### src/rtl/mux2_rr_arbiter.sv
// Two-requester round-robin arbiter driving a registered 2:1 mux select.
// Each grant carries at most MAX_BURST transfers on a valid/ready channel.
module mux2_rr_arbiter #(
   parameter int unsigned WIDTH     = 8,
   parameter int unsigned MAX_BURST = 4
) (
   input  logic             clk,
   input  logic             rst,
   input  logic             req0,
   input  logic [WIDTH-1:0] d0,
   input  logic             req1,
   input  logic [WIDTH-1:0] d1,
   output logic             gnt0,
   output logic             gnt1,
   output logic             s,
   output logic [WIDTH-1:0] y,
   output logic             y_valid,
   input  logic             y_ready
);

   localparam int unsigned CNT_W = $clog2(MAX_BURST) + 1;
   localparam logic [CNT_W-1:0] CNT_LAST = CNT_W'(MAX_BURST - 1);

   // One-hot grant encoding so each grant output is a flop bit directly.
   typedef enum logic [1:0] {
      IDLE   = 2'b00,
      GRANT0 = 2'b01,
      GRANT1 = 2'b10
   } state_e;

   state_e           state_q, state_d;
   logic             s_q, s_d;
   logic             last_q, last_d;
   logic [CNT_W-1:0] cnt_q, cnt_d;
   logic             xfer;
   logic             burst_done;

   assign gnt0       = state_q[0];
   assign gnt1       = state_q[1];
   assign s          = s_q;
   assign y          = (d0 & ~{WIDTH{s_q}}) | (d1 & {WIDTH{s_q}});
   assign y_valid    = (state_q[0] & req0) | (state_q[1] & req1);
   assign xfer       = y_valid & y_ready;
   assign burst_done = (cnt_q == CNT_LAST);

   always_comb begin
      state_d = state_q;
      s_d     = s_q;
      last_d  = last_q;
      cnt_d   = cnt_q;
      case (state_q)
         IDLE: begin
            // On contention, last_q == 1 means requester 0 is owed the grant.
            if (req0 && (!req1 || last_q)) begin
               state_d = GRANT0;
               s_d     = 1'b0;
               cnt_d   = '0;
            end else if (req1) begin
               state_d = GRANT1;
               s_d     = 1'b1;
               cnt_d   = '0;
            end
         end
         GRANT0: begin
            if (!req0) begin
               state_d = IDLE;
               last_d  = 1'b0;
            end else if (xfer) begin
               if (burst_done) begin
                  state_d = IDLE;
                  last_d  = 1'b0;
               end else begin
                  cnt_d = cnt_q + CNT_W'(1);
               end
            end
         end
         GRANT1: begin
            if (!req1) begin
               state_d = IDLE;
               last_d  = 1'b1;
            end else if (xfer) begin
               if (burst_done) begin
                  state_d = IDLE;
                  last_d  = 1'b1;
               end else begin
                  cnt_d = cnt_q + CNT_W'(1);
               end
            end
         end
         default: begin
            state_d = IDLE;
         end
      endcase
   end

   always_ff @(posedge clk or posedge rst) begin
      if (rst) begin
         state_q <= IDLE;
         s_q     <= 1'b0;
         last_q  <= 1'b1;
         cnt_q   <= '0;
      end else begin
         state_q <= state_d;
         s_q     <= s_d;
         last_q  <= last_d;
         cnt_q   <= cnt_d;
      end
   end

endmodule

### config.mk
export PLATFORM = sky130hd
export DESIGN_NAME = mux2_rr_arbiter
export DESIGN_NICKNAME = d
export VERILOG_FILES = /design/src/rtl/mux2_rr_arbiter.sv
export SDC_FILE = /design/constraint.sdc
export NUM_CORES = 1
export LEC_CHECK = 0
export BUFFER_PORTS_ARGS = -buffer_cell sky130_fd_sc_hd__buf_4
export CAP_MARGIN = 20
export CORE_MARGIN = 4
export CORE_UTILIZATION = 43
export CTS_CLUSTER_SIZE = 16
export DETAILED_ROUTE_END_ITERATION = 8
export GPL_ROUTABILITY_DRIVEN = 0
export PLACE_DENSITY = 0.77
export RECOVER_POWER = 25
export SYNTH_ARGS = -nofsm -noshare
export SYNTH_HDL_FRONTEND = slang
export SYNTH_SLANG_ARGS = --single-unit
### constraint.sdc
create_clock -name clk -period 2 [get_ports clk]
set_input_delay 0.5 -clock clk [delete_from_list [all_inputs] [get_ports clk]]
set_output_delay 0.5 -clock clk [all_outputs]
set_load 0.005 [all_outputs]
======== Word level (Yosys, flattened, before mapping) ========
Index checks and enable logic that the tools add are counted.
word-level totals
  register bits ........................... 7
  input port bits ......................... 21
  output and inout bits ................... 12
  word-level logic and storage cells ...... 56
cells by class
  add/sub/neg operators ................... 1
  eq/ne operators ......................... 10
  muxes and demuxes ....................... 23
  bitwise gates (word level) .............. 8
  reductions and logical operators ........ 10
operator list
  operator                                                          number
  3-bit two-way mux                                                 6
  8-bit AND                                                         2
  3-bit != test (second input constant)                             5
  2-bit two-way mux                                                 6
  3-bit case mux with 3 select lines                                1
  1-bit two-way mux                                                 8
  8-bit NOT                                                         1
  8-bit bitwise OR                                                  1
  2-bit case mux with 3 select lines                                1
  5-bit AND reduction                                               1
  2-bit != test (second input constant)                             2
  4-bit AND reduction                                               1
  2-bit nonzero test                                                2
  3-bit by 1-bit adder with 3-bit output (second input constant)    1
  1-bit AND                                                         3
  3-bit by 2-bit == test with 1-bit output (second input constant)  1
  3-bit nonzero test                                                1
  2-bit by 1-bit == test with 1-bit output (second input constant)  1
  2-bit == test (second input constant)                             1
  2-bit zero test                                                   1
  1-bit case mux with 2 select lines                                1
  2-bit AND reduction                                               1
  1-bit logical AND                                                 1
  1-bit zero test                                                   1
  other kinds (2)                                                   2

======== Longest topological paths before layout ========
Gate-level depths: netlist of the first run.
  depth after elaboration ................. 6
  mapped depth ............................ 6
  gate-level depth less buffers ........... 6

======== Worst setup path after synthesis of the first run ========
Ideal clock, no wire load.
  path kind ............................... register to register
  start ................................... register state_q[0]
  end ..................................... register cnt_q[0]
  data arrival time ....................... 1434 ps
  path slack .............................. 462 ps
  cell stages (with the launch flop) ...... 7
  path buffers ............................ 0
  period minus slack after synthesis ...... 1538 ps
  cells stage by stage .................... dfrtp_1 > inv_1 > ha_1 > nand2b_1 > a21oi_1 > or2_1 > o311ai_1
on the way
  word-level cells in the longest chain between the ends .. 6
  elaborated cells on any way between the ends .. 15
  classes of those cells .................. 5 x eq/ne; 4 x mux; 3 x bitwise; 3 x reduce/logical
ends and longest elaborated chain
  element                               RTL line  source
  start: declaration                    31        state_e state_q, state_d;
  start signal: assignment              103       state_q <= state_d;
  1-bit AND                             42        assign y_valid = (state_q[0] & req0) | (state_q[1] & req1);
  1-bit bitwise OR                      42
  1-bit AND                             43        assign xfer = y_valid & y_ready;
  3-bit two-way mux                     -
  3-bit two-way mux (on tied branches)  -
  3-bit case mux with 3 select lines    51        case (state_q)
  end signal: assignment                106       cnt_q <= cnt_d;
  end: declaration                      34        logic [CNT_W-1:0] cnt_q, cnt_d;
Parallel ways exist; a longest one is shown, timed or not. The select of a mux whose other input is x is not followed.
A chain may end at the register's enable or synchronous reset.

======== Worst setup path after layout of the first run ========
  start ................................... register s_q (netlist: s)
  end ..................................... output y[0]
on the way
  word-level cells in the longest chain between the ends .. 3
  elaborated cells on any way between the ends .. 4
  classes of those cells .................. 4 x bitwise
ends and longest elaborated chain
  element                   RTL line  source
  start: declaration        32        logic s_q, s_d;
  start signal: assignment  99        s_q <= 1'b0;
  start signal: assignment  104       s_q <= s_d;
  8-bit NOT                 41        assign y = (d0 & ~{WIDTH{s_q}}) | (d1 & {WIDTH{s_q}});
  8-bit AND                 41
  8-bit bitwise OR *        41
  end: declaration          16        output logic [WIDTH-1:0] y,
Mark *: on every way between the ends. The rest lies on a longest branch, timed or not.

==> qor.yml, run 1 <==
logic_synthesis:
  yosysTopAreaCell: "dfrtp_1"
  yosys.area.top_type_share: 0.2444
  yosysUniqueCellTypes: 26
  async_flop_share: 1.000
  synth_top_flop_cell: "dfrtp_1"
  yosysMostFrequentCell: "mux2_2"
  syn_nets: 87
  yosysWarnings: 0
  synth_area_sq_um: 614.3
  syn_inst: 60
  yosysSeqAreaShare: 0.2872
  synth-edff-count: 0
  syn_area_per_cell_sq_um: 10.24
  synth_top_cells_by_area: "dfrtp_1 24%, mux2_2 16%, ha_1 12%"
  ys_ff_latch: 7
  yosys-top-cells-count: "9 x mux2_2, 6 x dfrtp_1, 6 x ha_1, 6 x inv_1"
final_layout:
  antenna_cells: 0
  nNetsFinal: 122
  final_layout_size_suffix_gt1_frac: 0.5213
  syn_to_final_growth_pct: 44.60
floorplanning:
  fp.dieArea_sq_um: 2098
  die_h_um: 45.80
  fp.dieW_um: 45.80
  core_sq_um: 1318
  start_util: 0.4663
  design.portCount: 33
  rows: 13
global_route:
  grt_pass1_wl_um: 2435
  track_usage: 0.1610
  overflow: 0
  grt_pass1_vias: 548
  grt_max_degree: 11
  antenna_found_initial: 0
clocking:
  post_cts_buffers: 0
  cts_sinks: 7
  tritoncts: "built"
  cts_buffer_depth: 2
  clk_latency_ns: 0.25
  cts_hold_buf: 0
  clkTransAtPathRegs_ns: 0.06
  postCtsResizedCells: 0
  numCtsBuffers: 3
  root_buffer: "clkbuf_4"
  h-tree-depth: 1
sta:
  fmax_mhz: 544.6
  drv_slew: 0
  finalCritPeriodShare: 0.9181
  period_minus_slack_ns: 1.836
  skew_ns: 0.002800
  tightest_slew_ns: 0.3691
  max_slew_margin: 0.7539
  hold_viol: 0
  fin_ws_ns: 0.1638
  rsz0062_at_grt: "no"
  setup_viol: 0
  holdWs_ns: 0.1814
  setup_tns_ns: 0
critical_path:
  startpoint_type: "flop"
  startpoint: "s$_DFFE_PP0P_"
  critPathMaxFanout: 10
  worstSetupPathType: "flop to primary output"
  cp.required_ns: 1.50
  critPathArrivalTime_ns: 1.34
  rr_startpoint: "state_q[0]$_DFFE_PP0N_"
  worstSetupEndpointType: "primary output"
place:
  dp_hpwl_um: 1253
  place_ws_ns: 0.3197
  portBuffers: 32
power_and_ir_drop:
  p_total_w: 0.001010
  vdd_ir_drop_max_v: 0.0006460
  leakage_nw: 0.4553
  powerDensity_nw_per_um2: 1137
detailed_routing:
  dr.first_iter.drc_count: 11
  drt_pass1_iterations: 4
  viasPerCell: 5.394
  wl_um: 1584
  final_antenna_net_count: 0
  wl_per_cell_um: 14.53
  vias: 588
  drcViolationCount: 0
run_status:
  outcome: "finished, final reports clean"
job:
  drv_cap: 0
hold_path:
  min_path_type: "input port to async pin"
## per-layer routing
| metal | share of wire | track usage | up-vias | wire length, um |
|---|---|---|---|---|
| met5 | 0 | 0 | - | 0 |
| met4 | 0.012 | 0.06818 | 0 | 19 |
| met3 | 0.11 | 0.04743 | 4 | 170 |
| met2 | 0.43 | 0.2368 | 27 | 688 |
| met1 | 0.45 | 0.2172 | 264 | 706 |
| li1 | - | - | 293 | - |
## placed cells by master, fill, tap and decap left out, drive strengths merged
master	synthesis	final
o22ai	1	1
a22o	4	4
a22oi	1	1
a211oi	1	1
a21o	1	1
nand2	3	3
nor2	1	1
dfstp	1	1
o21ai	2	2
ha	6	6
dfrtp	6	6
o311ai	2	2
or3b	1	1
nand3b	1	1
a31o	1	1
or2	1	1
clkbuf	1	5
mux2	9	9
buf	1	31
o32ai	2	2
nand3	2	2
a21oi	2	2
a31oi	1	1
inv	6	6
nand2b	3	3
## report_power, final
part / internal [W] / switching (W)
clock network: 0.0000765 / 0.0000579
registers: 0.000199 / 0.0000838
logic: 0.000345 / 0.000249
## through the flow
stage | util | std cells | cell area (sq um)
floorplan | - | 60 | 614.3
global placement | 0.6543 | 105 | 862.1
detailed placement | 0.6543 | 105 | 862.1
CTS | 0.6743 | 109 | 888.4
global route | 0.6743 | 109 | 888.4
finish | 0.6743 | 109 | 888.4
## critical path: stages (launching register included)
cell     delay, ns
dfrtp_1       0.56
mux2_2        0.39
buf_4         0.14
## registers in the layout (all words and copies together), names as in the netlist
name	flops
cnt_q	3
state_q	2
last_q	1
s	1
## worst paths after layout
check / cells past startpoint / slack [ns] / to
worst max register to register: 6 / 0.33 / cnt_q[1]$_DFFE_PP0P_
worst min register to register: 2 / 0.51 / cnt_q[2]$_DFFE_PP0P_
min in group clk: 2 / 0.50 / s$_DFFE_PP0P_
worst max-delay path: 2 / 0.16 / y[0]
worst min-delay path: 2 / 0.18 / state_q[0]$_DFFE_PP0N_
max in group asynchronous: 2 / 1.54 / last_q$_DFFE_PP1P_
## cell type report
type                    count  area [sq um]
fillers                   115         429.2
repair buffers             32         240.2
flip-flops and latches      7         176.4
inverters                   6         22.52
multi-input cells          45         404.1
clock buffers               4         26.28
well taps                  15         18.77
## cells by family (layout without fill, tap and decap cells)
| kind of cell | after synthesis | count (layout) | synth area share |
|---|---|---|---|
| AO/OA/AOI/OAI | 18 | 18 | 0.2424 |
| AND/OR/NAND/NOR | 12 | 12 | 0.1283 |
| multiplexers | 9 | 9 | 0.1650 |
| buffers and inverters | 8 | 42 | 0.05499 |
| flip-flops | 7 | 7 | 0.2872 |
| adder cells (fa/ha/maj) | 6 | 6 | 0.1222 |
Note: power is estimated with default switching activity, not from simulation.
==> run 2: changes to the inputs <==
--- a/config.mk
+++ b/config.mk
@@ -12,7 +12,7 @@
 export CTS_CLUSTER_SIZE = 16
 export DETAILED_ROUTE_END_ITERATION = 8
 export GPL_ROUTABILITY_DRIVEN = 0
-export PLACE_DENSITY = 0.77
+export PLACE_DENSITY = 0.86
 export RECOVER_POWER = 25
 export SYNTH_ARGS = -nofsm -noshare
 export SYNTH_HDL_FRONTEND = slang
==> qor.yml, run 2 (same netlist as run 1, synthesis figures left out) <==
run_status:
  outcome: "finished, final reports clean"  # unchanged
global_route:
  antenna_found_initial: 0  # unchanged
  track_usage: 0.1702  # was 0.1610
  grt_pass1_vias: 640  # was 548
  grt_pass1_wl_um: 2622  # was 2435 um
  overflow: 0  # unchanged
  grt_max_degree: 11  # unchanged
power_and_ir_drop:
  powerDensity_nw_per_um2: 1142  # was 1137 nW/um^2
  leakage_nw: 0.4553  # unchanged
  power_frac_seq: 0.279  # was 0.280
  switchingPower_w: 0.0003945  # was 0.0003902 W
  p_clk_frac: 0.129  # was 0.133
  vdd_ir_drop_max_v: 0.0006565  # was 0.0006460 V
  p_int_w: 0.0006198  # was 0.0006196 W
  netSwitchingFraction: 0.3889  # was 0.3864
  combPwrFrac: 0.591  # was 0.587
final_layout:
  largest_register: "cnt_q"  # unchanged
  final_area_sq_um: 888.4  # unchanged
  antenna_cells: 0  # unchanged
  final_layout_size_suffix_gt1_frac: 0.5213  # unchanged
  final_common_cell: "buf_4"  # unchanged
  largest_register_ffs: 3  # unchanged
  syn_to_final_growth_pct: 44.60  # unchanged
  mostFrequentLayoutCells: "31 x buf_4, 9 x mux2_2, 6 x inv_1, 6 x ha_1, 6 x dfrtp_1"  # unchanged
  nNetsFinal: 122  # unchanged
  fillCellCount: 124  # was 115
  largestRegisters: "cnt_q x3, state_q x2"  # unchanged
critical_path:
  startpoint_type: "flop"  # unchanged
  worstSetupEndpointType: "primary output"  # unchanged
  slowest_delay_ns: 0.56  # about the same
  cp_slowest_cell: "dfrtp_1"  # unchanged
  critPathMaxFanout: 10  # unchanged
  cp.required_ns: 1.50  # about the same
  critPathArrivalTime_ns: 1.33  # was 1.34 ns
  worstSetupPathType: "flop to primary output"  # unchanged
  path_cells: "mux2_2 -> buf_4"  # unchanged
clocking:
  tritoncts: "built"  # unchanged
  numCtsBuffers: 3  # unchanged
  clk_latency_ns: 0.25  # about the same
  clkTransAtPathRegs_ns: 0.06  # about the same
  h-tree-depth: 1  # unchanged
  cts_buffer_depth: 2  # unchanged
  post_cts_buffers: 0  # unchanged
  root_buffer: "clkbuf_4"  # unchanged
  cts_sinks: 7  # unchanged
  cts_hold_buf: 0  # unchanged
  postCtsResizedCells: 0  # unchanged
place:
  portBuffers: 32  # unchanged
  placed_area_sq_um: 862.1  # unchanged
  dp_hpwl_um: 1404  # was 1253 um
sta:
  drv_slew: 0  # unchanged
  finalCritPeriodShare: 0.9161  # was 0.9181
  tightest_slew_ns: 0.3636  # was 0.3691 ns
  rsz0062_at_grt: "no"  # unchanged
  fmax_mhz: 545.8  # was 544.6 MHz
  hold_viol: 0  # unchanged
  max_slew_margin: 0.7576  # was 0.7539
  setup_viol: 0  # unchanged
  skew_ns: 0.007220  # was 0.002800 ns
  setup_tns_ns: 0  # unchanged
  period_minus_slack_ns: 1.832  # was 1.836 ns
floorplanning:
  die_h_um: 45.80  # unchanged
  fp.dieArea_sq_um: 2098  # unchanged
  rows: 13  # unchanged
  start_util: 0.4663  # unchanged
  fp.dieW_um: 45.80  # unchanged
  design.portCount: 33  # unchanged
  core_sq_um: 1318  # unchanged
detailed_routing:
  drcViolationCount: 0  # unchanged
  vias: 617  # was 588
  wl_um: 1682  # was 1584 um
  drt_pass1_iterations: 4  # unchanged
  dr.first_iter.drc_count: 10  # was 11
  final_antenna_net_count: 0  # unchanged
  viasPerCell: 5.661  # was 5.394
  wl_per_cell_um: 15.43  # was 14.53 um
job:
  drv_cap: 0  # unchanged
hold_path:
  min_path_type: "input port to async pin"  # unchanged
[run 2: cell counts in the layout (fill, tap and decap cells not counted)]
Identical to the previous run, type by type.
[run 2: critical path: cells and delay by family, from the launching register on]
family	cells	cell delay (ns)
flip-flops	1	0.56
multiplexers	1	0.39
buffers and inverters	1	0.14
[run 2: final timing paths]
check                                        from                   end  slack [ns]  cells past startpoint
hold / removal                                rst  cnt_q[1]$_DFFE_PP0P_        0.18                      2
setup / recovery                    s$_DFFE_PP0P_                  y[1]        0.17                      2
setup reg to reg           state_q[0]$_DFFE_PP0N_  cnt_q[0]$_DFFE_PP0P_        0.27                      6
min in group clk                             req0         s$_DFFE_PP0P_        0.49                      2
max in group asynchronous                     rst    last_q$_DFFE_PP1P_        1.53                      2
hold reg to reg              cnt_q[2]$_DFFE_PP0P_  cnt_q[2]$_DFFE_PP0P_        0.51                      2
[run 2: cell type report]
type / instances / area (sq um) / area share
flip-flops and latches: 7 / 176.4 / 0.1986
well taps: 15 / 18.77 / 0.02113
multi-input cells: 45 / 404.1 / 0.4549
inverters: 6 / 22.52 / 0.02535
clock buffers: 4 / 26.28 / 0.02958
repair buffers: 32 / 240.2 / 0.2704
[run 2: power groups by stage]
stage                     combinational [W]  clock, W  sequential (W)
final                              0.000600  0.000131        0.000283
after global routing               0.000659  0.000140        0.000296
after CTS                          0.000608  0.000133        0.000284
after detailed placement           0.000604         0        0.000286
after global placement             0.000585         0        0.000281
after floorplan                    0.000401         0        0.000246
[run 2: through the flow]
stage / cells / worst slack, ns / hold slack (ns) / utilization / power (W)
after CTS: 109 / 0.1591 / 0.1903 / 0.6743 / 0.001025
after global routing: 109 / 0.1206 / 0.2159 / 0.6743 / 0.001095
after global placement: 105 / 0.3814 / 0.4443 / 0.6543 / 0.0008658
after floorplan: 60 / 0.4621 / 0.3027 / - / 0.0006471
after detailed placement: 105 / 0.2662 / 0.4602 / 0.6543 / 0.0008902
final: 109 / 0.1679 / 0.1830 / 0.6743 / 0.001014
[run 2: metal layers]
layer / global-route usage / share of wire
met5: 0 / 0
met4: 0.03409 / 0.0048
met3: 0.05534 / 0.14
met2: 0.3510 / 0.49
met1: 0.1559 / 0.36
